## config.mk

```make
export PLATFORM = sky130hd
export DESIGN_NAME = uart_tx_rx_flat
export DESIGN_NICKNAME = d
export VERILOG_FILES = /design/src/rtl/uart_tx_rx_if.sv /design/src/rtl/uart_tx_rx.sv /design/src/flat_wrapper.sv
export SDC_FILE = /design/constraint.sdc
export NUM_CORES = 1
export LEC_CHECK = 0
export BUFFER_PORTS_ARGS = -buffer_cell sky130_fd_sc_hd__buf_2
export CAP_MARGIN = 5
export CORE_UTILIZATION = 61
export DETAILED_ROUTE_END_ITERATION = 8
export PLACE_DENSITY_LB_ADDON = 0.25
export SYNTH_ARGS = -nofsm -noshare
export SYNTH_HDL_FRONTEND = slang
export SYNTH_SLANG_ARGS = --single-unit
```

## constraint.sdc

```tcl
create_clock -name SYSCLK -period 3.7 [get_ports SYSCLK]
set_clock_uncertainty 0.1 [all_clocks]
set_input_delay 0.555 -clock SYSCLK [delete_from_list [all_inputs] [get_ports SYSCLK]]
set_output_delay 0.555 -clock SYSCLK [all_outputs]
set_load 0.005 [all_outputs]
```

## src/rtl/uart_tx_rx_if.sv

```systemverilog
// Byte-level signal bundle between the UART message sequencer (master) and the 8N1 core (slave).
// Serial line pins travel with the bundle so the core exposes only clock, reset and this interface.
interface uart_tx_rx_if;
   logic       START;
   logic [7:0] UART_TX_DATA;
   logic       UART_TX_O;
   logic       TX_BUSY;
   logic       UART_RX_I;
   logic [7:0] UART_RX_DATA;
   logic       RX_VALID;

   modport master (
      output START, UART_TX_DATA, UART_RX_I,
      input  UART_TX_O, TX_BUSY, UART_RX_DATA, RX_VALID
   );

   modport slave (
      input  START, UART_TX_DATA, UART_RX_I,
      output UART_TX_O, TX_BUSY, UART_RX_DATA, RX_VALID
   );
endinterface

```

## src/rtl/uart_tx_rx.sv

```systemverilog
// Full-duplex 8N1 UART core: independent transmitter and receiver on one clock.
// Define UART_LOOPBACK_EN to feed the receiver from the internal transmit line instead of UART_RX_I.
module uart_tx_rx #(
   parameter int CLK_FREQ = 50_000_000,
   parameter int BAUD     = 9_600
) (
   input logic          SYSCLK,
   input logic          RST_B,
   uart_tx_rx_if.slave  bus
);

   localparam int BIT_CNT = CLK_FREQ / BAUD;
   localparam int CW      = $clog2(BIT_CNT) + 1;

   localparam logic [CW-1:0] CNT_LAST = CW'(BIT_CNT - 1);
   localparam logic [CW-1:0] CNT_HALF = CW'(BIT_CNT / 2 - 1);
   localparam logic [CW-1:0] BIT_LAST = CW'(7);
   localparam logic [CW-1:0] CNT_ONE  = CW'(1);

   typedef enum logic [1:0] {TX_IDLE, TX_START, TX_DATA, TX_STOP} tx_state_t;
   typedef enum logic [1:0] {RX_IDLE, RX_START, RX_DATA, RX_STOP} rx_state_t;

   // ------------------------------------------------------------------ transmitter
   tx_state_t         tx_state, tx_next;
   logic [CW-1:0]     tx_cnt;
   logic [CW-1:0]     tx_bit;
   logic [7:0]        tx_shift;
   logic              tx_tick;
   logic              tx_line;
   logic              tx_busy;

   assign tx_tick = (tx_cnt == CNT_LAST);

   // NOTE: sequential state uses non-blocking assignments so every flop samples pre-edge values.
   always_ff @(posedge SYSCLK or negedge RST_B) begin
      if (!RST_B) begin
         tx_state <= TX_IDLE;
         tx_cnt   <= '0;
         tx_bit   <= '0;
         tx_shift <= '0;
      end else begin
         tx_state <= tx_next;

         if (tx_state == TX_IDLE || tx_tick) tx_cnt <= '0;
         else                                tx_cnt <= tx_cnt + CNT_ONE;

         // Data is captured at the end of the start bit, giving the sequencer time to update it.
         if (tx_state == TX_START && tx_tick)     tx_shift <= bus.UART_TX_DATA;
         else if (tx_state == TX_DATA && tx_tick) tx_shift <= {1'b0, tx_shift[7:1]};

         if (tx_state != TX_DATA) tx_bit <= '0;
         else if (tx_tick)        tx_bit <= (tx_bit == BIT_LAST) ? '0 : tx_bit + CNT_ONE;
      end
   end

   // NOTE: every combinational output gets a default first so no latch is inferred.
   always_comb begin
      tx_next = tx_state;
      unique case (tx_state)
         TX_IDLE:  if (bus.START)                      tx_next = TX_START;
         TX_START: if (tx_tick)                        tx_next = TX_DATA;
         TX_DATA:  if (tx_tick && tx_bit == BIT_LAST)  tx_next = TX_STOP;
         TX_STOP:  if (tx_tick)                        tx_next = TX_IDLE;
         default:                                      tx_next = TX_IDLE;
      endcase
   end

   always_comb begin
      tx_line = 1'b1;
      tx_busy = (tx_state != TX_IDLE);
      unique case (tx_state)
         TX_START: tx_line = 1'b0;
         TX_DATA:  tx_line = tx_shift[0];
         default:  tx_line = 1'b1;
      endcase
   end

   assign bus.UART_TX_O = tx_line;
   assign bus.TX_BUSY   = tx_busy;

   // ------------------------------------------------------------------ receiver
   logic rx_line;

`ifdef UART_LOOPBACK_EN
   assign rx_line = tx_line;
`else
   assign rx_line = bus.UART_RX_I;
`endif

   rx_state_t         rx_state, rx_next;
   logic              rx_meta, rx_sync, rx_prev;
   logic [CW-1:0]     rx_cnt;
   logic [CW-1:0]     rx_bit;
   logic [7:0]        rx_shift;
   logic [7:0]        rx_data;
   logic              rx_valid;
   logic              rx_tick;
   logic              rx_fall;
   logic              rx_publish;

   assign rx_tick = (rx_state == RX_START) ? (rx_cnt == CNT_HALF) : (rx_cnt == CNT_LAST);
   assign rx_fall = rx_prev & ~rx_sync;

   always_ff @(posedge SYSCLK or negedge RST_B) begin
      if (!RST_B) begin
         rx_meta  <= 1'b1;
         rx_sync  <= 1'b1;
         rx_prev  <= 1'b1;
         rx_state <= RX_IDLE;
         rx_cnt   <= '0;
         rx_bit   <= '0;
         rx_shift <= '0;
         rx_data  <= '0;
         rx_valid <= 1'b0;
      end else begin
         rx_meta  <= rx_line;
         rx_sync  <= rx_meta;
         rx_prev  <= rx_sync;
         rx_state <= rx_next;

         if (rx_state == RX_IDLE || rx_tick) rx_cnt <= '0;
         else                                rx_cnt <= rx_cnt + CNT_ONE;

         if (rx_state == RX_DATA && rx_tick) rx_shift <= {rx_sync, rx_shift[7:1]};

         if (rx_state != RX_DATA) rx_bit <= '0;
         else if (rx_tick)        rx_bit <= (rx_bit == BIT_LAST) ? '0 : rx_bit + CNT_ONE;

         if (rx_publish) rx_data <= rx_shift;
         rx_valid <= rx_publish;
      end
   end

   // A failed stop sample drops back to IDLE with the line low; the falling-edge detector
   // cannot fire again until the line has returned high, which is the re-arm condition.
   always_comb begin
      rx_next = rx_state;
      unique case (rx_state)
         RX_IDLE:  if (rx_fall)                        rx_next = RX_START;
         RX_START: if (rx_tick)                        rx_next = rx_sync ? RX_IDLE : RX_DATA;
         RX_DATA:  if (rx_tick && rx_bit == BIT_LAST)  rx_next = RX_STOP;
         RX_STOP:  if (rx_tick)                        rx_next = RX_IDLE;
         default:                                      rx_next = RX_IDLE;
      endcase
   end

   always_comb begin
      rx_publish = 1'b0;
      if (rx_state == RX_STOP && rx_tick && rx_sync) rx_publish = 1'b1;
   end

   assign bus.UART_RX_DATA = rx_data;
   assign bus.RX_VALID     = rx_valid;

endmodule

```

## src/flat_wrapper.sv

```systemverilog
// flat-port wrapper written by rule: the top's interface ports become plain ports
module uart_tx_rx_flat 
#(
   parameter int CLK_FREQ = 50_000_000,
   parameter int BAUD     = 9_600
)
  (SYSCLK, RST_B, bus_START, bus_UART_TX_DATA, bus_UART_RX_I, bus_UART_TX_O, bus_TX_BUSY, bus_UART_RX_DATA, bus_RX_VALID);
  uart_tx_rx_if bus_i ();
  input logic SYSCLK;
  input logic RST_B;
  input wire logic [$bits(bus_i.START)-1:0] bus_START;
  input wire logic [$bits(bus_i.UART_TX_DATA)-1:0] bus_UART_TX_DATA;
  input wire logic [$bits(bus_i.UART_RX_I)-1:0] bus_UART_RX_I;
  output wire logic [$bits(bus_i.UART_TX_O)-1:0] bus_UART_TX_O;
  output wire logic [$bits(bus_i.TX_BUSY)-1:0] bus_TX_BUSY;
  output wire logic [$bits(bus_i.UART_RX_DATA)-1:0] bus_UART_RX_DATA;
  output wire logic [$bits(bus_i.RX_VALID)-1:0] bus_RX_VALID;
  assign bus_i.START = bus_START;
  assign bus_i.UART_TX_DATA = bus_UART_TX_DATA;
  assign bus_i.UART_RX_I = bus_UART_RX_I;
  assign bus_UART_TX_O = bus_i.UART_TX_O;
  assign bus_TX_BUSY = bus_i.TX_BUSY;
  assign bus_UART_RX_DATA = bus_i.UART_RX_DATA;
  assign bus_RX_VALID = bus_i.RX_VALID;
  uart_tx_rx #(.CLK_FREQ(CLK_FREQ), .BAUD(BAUD)) u_core (.SYSCLK(SYSCLK), .RST_B(RST_B), .bus(bus_i));
endmodule
```

=== Word-level counts from Yosys, hierarchy flattened ===
Cells that the tools add are included.

* Output and inout bits: 11
* Register bits after elaboration: 88
* Input bits: 12

* Eq/ne operators: 21
* Bitwise operators: 2
* Add/subtract/negate cells: 4
* Reductions and logical operators: 17
* Muxes and demuxes: 24

{| class="wikitable"
|+ Operators with widths
! cell !! count
|-
| 14-bit 2-to-1 mux || 8
|-
| 14-bit by 1-bit adder with 14-bit output (second input constant) || 4
|-
| 14-bit by 13-bit == test with 1-bit output (second input constant) || 2
|-
| 14-bit by 3-bit == test with 1-bit output (second input constant) || 2
|-
| 2-bit 2-to-1 mux || 9
|-
| 8-bit 2-to-1 mux || 2
|-
| 2-bit one-hot mux with 4 select lines || 2
|-
| 14-bit by 12-bit == test with 1-bit output (second input constant) || 1
|-
| 2-bit by 1-bit inequality test with 1-bit output (second input constant) || 5
|-
| 2-bit inequality test (second input constant) || 5
|-
| 2-bit == test (second input constant) || 4
|-
| 4-bit AND reduction || 2
|-
| 2-bit nonzero test || 4
|-
| 1-bit logical AND || 7
|-
| 2-bit by 1-bit == test with 1-bit output (second input constant) || 2
|-
| 2-bit logical NOT || 2
|-
| 1-bit logical OR || 2
|-
| 1-bit 2-to-1 mux || 2
|-
| 1-bit one-hot mux with 2 select lines || 1
|-
| 1-bit AND || 1
|-
| 1-bit NOT || 1
|}

=== Depth between registers and ports, before layout ===
* Word-level depth: 5
* Mapped depth: 8

=== Worst setup path after synthesis ===
Ideal clock, no wire load.

* Path type: reg-to-reg
* Start: register u_core.rx_cnt[10]
* End: register u_core.rx_data[0], in the netlist u_core.bus.UART_RX_DATA[0]
* Arrival time: 2352 ps
* Cell stages (with the launch flop): 7
* Path buffers: 1
* Setup slack: 1123 ps
* Cells stage by stage: dfrtp_1 -> or4b_1 -> or4_1 -> a21o_1 -> buf_6 -> nor2_2 -> mux2_2

* Cells in the longest elaborated chain, start to end: 5
* Elaborated cells on any way between the ends: 6
* Those cells by class: 2 x eq/ne; 2 x mux; 2 x reduce/logical

{| class="wikitable"
|+ RTL lines
! element !! RTL line !! RTL
|-
| from (decl) || uart_tx_rx.sv:92 || <nowiki>logic [CW-1:0] rx_cnt;</nowiki>
|-
| from (signal assigned) || uart_tx_rx.sv:122 || <nowiki>else rx_cnt <= rx_cnt + CNT_ONE;</nowiki>
|-
| 14-bit by 13-bit == test with 1-bit output or 14-bit by 12-bit == test with 1-bit output (tied branches) || uart_tx_rx.sv:101 || <nowiki>assign rx_tick = (rx_state == RX_START) ? (rx_cnt == CNT_HALF) : (rx_cnt == CNT_LAST);</nowiki>
|-
| 1-bit 2-to-1 mux * || uart_tx_rx.sv:101 ||
|-
| 1-bit logical AND * (2 in series) || uart_tx_rx.sv:149 || <nowiki>if (rx_state == RX_STOP && rx_tick && rx_sync) rx_publish = 1'b1;</nowiki>
|-
| 1-bit 2-to-1 mux * || uart_tx_rx.sv:149 ||
|-
| to (signal assigned) || uart_tx_rx.sv:129 || <nowiki>if (rx_publish) rx_data <= rx_shift;</nowiki>
|-
| to (decl) || uart_tx_rx.sv:95 || <nowiki>logic [7:0] rx_data;</nowiki>
|}

Mark *: on every way between the ends. The rest lies on a longest branch, timed or not.
A chain may end at the register's enable or synchronous reset.

=== Worst setup path in the final report ===
* Start: register u_core.rx_cnt[2]
* End: register u_core.rx_data[2], in the netlist u_core.bus.UART_RX_DATA[2]

The elaborated chain is that of the path after synthesis.

==> impl_metrics.tcl <==
set metrics [dict create \
    outcome "finished clean" \
    hold_path_class "in2reg" \
    area_added_between_synthesis_and_finish_pct 9.15 \
    ios 23 \
    power.switching_fraction_pct 29.8 \
    irDropWorstVdd_uv 461 \
    final_antenna_net_count 0 \
    synthesized_nets 450 \
    cts_resized 0 \
    max-cap-violations 0 \
    tightestPinTransition_ns 1.07 \
    grt_first_pass_wirelength_um 13600 \
    gr-max-usage-layer "met2" \
    ctsHoldBuffers 0 \
    global_route.usage.met3_pct 6.93 \
    floorplan.initialDensity_pct 63.2 \
    synth-seq-area-share_pct 51.4 \
    count_of_flip_flops_with_a_built_in_enable_after_synthesis 0 \
    synth.cell_area_um2 4290 \
    globalRoute.totalOverflow 0 \
    crit_path_start_kind "register" \
    share_clk_of_total_power_pct 30.3 \
    cts_max_path_buffers 2 \
    route.detailed.drc 0 \
    root_buffer "sky130_fd_sc_hd__clkbuf_8" \
    port_buffers 22 \
    worst-path-max-fanout 20 \
    asyncSetResetFlopFracSynth_pct 100 \
    core.rowCount 30 \
    worst-path-buf-inv 0 \
    final_util_pct 69.0 \
    cts_setup_buffers 0 \
    critical_path.cell_chain "or4b_1, or4_1, a21o_1, nor2_2, mux2_2" \
    worst-endpoint-arrival_ns 3.08 \
    library_cells_used_by_synthesis 45 \
    synth_top_area_share_pct 49.5 \
    wl_um 8010 \
    die-width_um 85.9 \
    leakagePower_uw 0.00205 \
    global_route.usage.met1_pct 31.8 \
    layout.nets 470 \
    fillerInstances 525 \
    yosysMostFrequentCell "sky130_fd_sc_hd__dfrtp_1" \
    worst_ep_required_time_ns 3.84 \
    max-slew-margin-rel_pct 28.4 \
    power_frac_comb_pct 19.5 \
    synth_common_cells "sky130_fd_sc_hd__dfrtp_1, sky130_fd_sc_hd__nor2_1, sky130_fd_sc_hd__nand2_1, sky130_fd_sc_hd__o21ai_0, sky130_fd_sc_hd__a21oi_1" \
    die_area_um2 7380 \
    cts_tree "built" \
    first_pass_iters 5 \
    die_height_um 85.9 \
    final_max_slew_viol_count 0 \
    syn_area_per_cell_um2 10.0 \
    vias_in_the_first_global_route 2916 \
    worstSetupPathType "reg2reg" \
    fin_crit_ns 2.94 \
    global_route.usage.met2_pct 38.2 \
    groute.usage.overall_pct 23.7 \
    critical-path-slowest-cell "sky130_fd_sc_hd__or4b_1" \
    worst_path_clk_slew_ns 0.08 \
    timing.critical_path.to_type "register" \
    post-route-period-util_pct 79.4 \
    seqPwrFrac_pct 50.2 \
    synth_cells 429 \
    numCtsBuffers 9 \
    detail_route.wl_per_cell_um 14.6 \
    p_per_area_nw_per_um2 475 \
    grt_start_max_net_pins 89 \
    ff_latch_area_um2 2210 \
    critical_path.max_stage_delay_ns 0.52 \
    htree_depth 3 \
    multi_input_comb_area_um2 1980 \
    tns_ns 0 \
    ys_seq_elements 88 \
    insertedDiodeCount 0 \
    netlist_top_cells_area "sky130_fd_sc_hd__dfrtp_1, sky130_fd_sc_hd__mux2_2, sky130_fd_sc_hd__nor2_1" \
    detailed_place_hpwl_um 5320 \
    worstSkewPairLatency_ns 0.35 \
    total_switching_power_uw 663 \
    ratio_of_cells_with_drive_above_1_in_the_final_layout_pct 15.2 \
    synth_top_area_cell "sky130_fd_sc_hd__dfrtp_1" \
    unrepaired_setup_endpoints_after_global_routing "no" \
    setup_violations 0 \
    antenna_found_initial 0 \
    mean_number_of_vias_per_cell 5.91 \
    yosys_warnings 0 \
    achievable-frequency_ghz 0.340 \
    first_iter_violations 176 \
    globalplace.congestion 0.811 \
    synthFlopType "sky130_fd_sc_hd__dfrtp_1" \
    hold_viol 0 \
    internal_power_uw 1560 \
    core_area_um2 6790 \
    dr_total_vias 3253 \
    clock_sinks 88 \
    cpLargestDelayFamily "simple AND/OR/NAND/NOR gates" \
]
==> cells in the final DEF (no fill, tap or decap), types with 3 or more instances in the layout <==
| cell | count |
|---|---|
| sky130_fd_sc_hd__or3_1 | 4 |
| sky130_fd_sc_hd__or4_1 | 4 |
| sky130_fd_sc_hd__dfrtp_1 | 85 |
| sky130_fd_sc_hd__buf_2 | 21 |
| sky130_fd_sc_hd__xnor2_1 | 10 |
| sky130_fd_sc_hd__clkbuf_8 | 11 |
| sky130_fd_sc_hd__inv_1 | 10 |
| sky130_fd_sc_hd__a21oi_1 | 22 |
| sky130_fd_sc_hd__nor3b_1 | 7 |
| sky130_fd_sc_hd__nand3_1 | 21 |
| sky130_fd_sc_hd__mux2_2 | 18 |
| sky130_fd_sc_hd__nor2_1 | 48 |
| sky130_fd_sc_hd__buf_4 | 4 |
| sky130_fd_sc_hd__nor4_1 | 8 |
| sky130_fd_sc_hd__nand2_1 | 29 |
| sky130_fd_sc_hd__o22ai_1 | 16 |
| sky130_fd_sc_hd__nand4_1 | 15 |
| sky130_fd_sc_hd__dfstp_2 | 3 |
| sky130_fd_sc_hd__o21ai_0 | 26 |
| sky130_fd_sc_hd__nor3_1 | 11 |
| sky130_fd_sc_hd__and4_1 | 5 |
| sky130_fd_sc_hd__ha_1 | 9 |
| sky130_fd_sc_hd__xor2_1 | 16 |
| sky130_fd_sc_hd__o31ai_1 | 6 |
| sky130_fd_sc_hd__and2_1 | 3 |
| sky130_fd_sc_hd__and3_1 | 9 |
==> cells by family (layout without fill, tap and decap cells) <==
group / Yosys count / after routing / share of synthesized area, %
xor gates and xnor gates: 26 / 26 / 5.30
and+or+nand+nor: 179 / 179 / 21.9
adders and majority gates: 9 / 9 / 2.62
AOI/OAI and AO/OA: 81 / 81 / 11.1
DFF: 88 / 88 / 51.4
buffers and inverters: 26 / 51 / 2.48
muxes: 20 / 20 / 5.19
==> per-layer routing <==
metal | vias to the layer above | share of wire, %
met5 | - | 0
met4 | 0 | 0.85
met3 | 6 | 4.6
met2 | 94 | 49
met1 | 1550 | 45
li1 | 1603 | -
==> stage by stage <==
step | cell area [µm²] | setup WS [ns] | instances | hold slack (ns) | power [µW]
after global routing | 4690 | 0.619 | 550 | 0.178 | 2360
final | 4690 | 0.760 | 550 | 0.200 | 2230
after floorplan | 4290 | 1.12 | 429 | 0.159 | 1450
after global placement | 4480 | 0.862 | 534 | 0.261 | 1550
after CTS | 4690 | 0.785 | 550 | 0.182 | 2250
after detailed placement | 4480 | 0.803 | 534 | 0.260 | 1570
==> layout make-up <==
class	count	share of cell area, %
multi-input combinational	315	42.3
inverter	10	0.801
sequential	88	47.1
clock buffer	12	3.31
clock inverter	4	1.09
tap	96	2.56
timing repair buffer	25	2.88
==> state kept, by name, indices dropped and copies added, names as in the netlist, named ones only <==
register	count
u_core.bus.UART_RX_DATA	8
u_core.rx_meta	1
u_core.rx_sync	1
u_core.rx_shift	8
u_core.rx_prev	1
u_core.bus.RX_VALID	1
u_core.rx_state	1
u_core.tx_cnt	14
u_core.tx_bit	14
u_core.tx_state	2
u_core.tx_shift	8
u_core.rx_bit	14
u_core.rx_cnt	14
==> power by group through the flow <==
stage | Sequential [µW] | Combinational [µW] | Clock [µW]
5_1_grt | 1130 | 499 | 733
6_report | 1120 | 433 | 675
3_3_place_gp | 1130 | 422 | 0
3_5_place_dp | 1140 | 432 | 0
2_1_floorplan | 1110 | 335 | 0
4_1_cts | 1120 | 437 | 697
==> final timing paths <==
| kind | start | to | slack, ns | depth (start not counted) |
|---|---|---|---|---|
| worst min register to register | u_core.rx_meta | u_core.rx_sync | 0.27 | 0 |
| min in group asynchronous | RST_B | u_core.rx_cnt[10] | 0.29 | 1 |
| max in group asynchronous | RST_B | u_core.tx_cnt[11] | 2.52 | 1 |
| worst max register to register | u_core.rx_cnt[2] | u_core.bus.UART_RX_DATA[2] | 0.76 | 5 |
| worst min-delay path | bus_UART_RX_I | u_core.rx_meta | 0.20 | 1 |
| worst max-delay path | u_core.rx_cnt[2] | u_core.bus.UART_RX_DATA[2] | 0.76 | 5 |
Power figures use the tool's default switching activity.
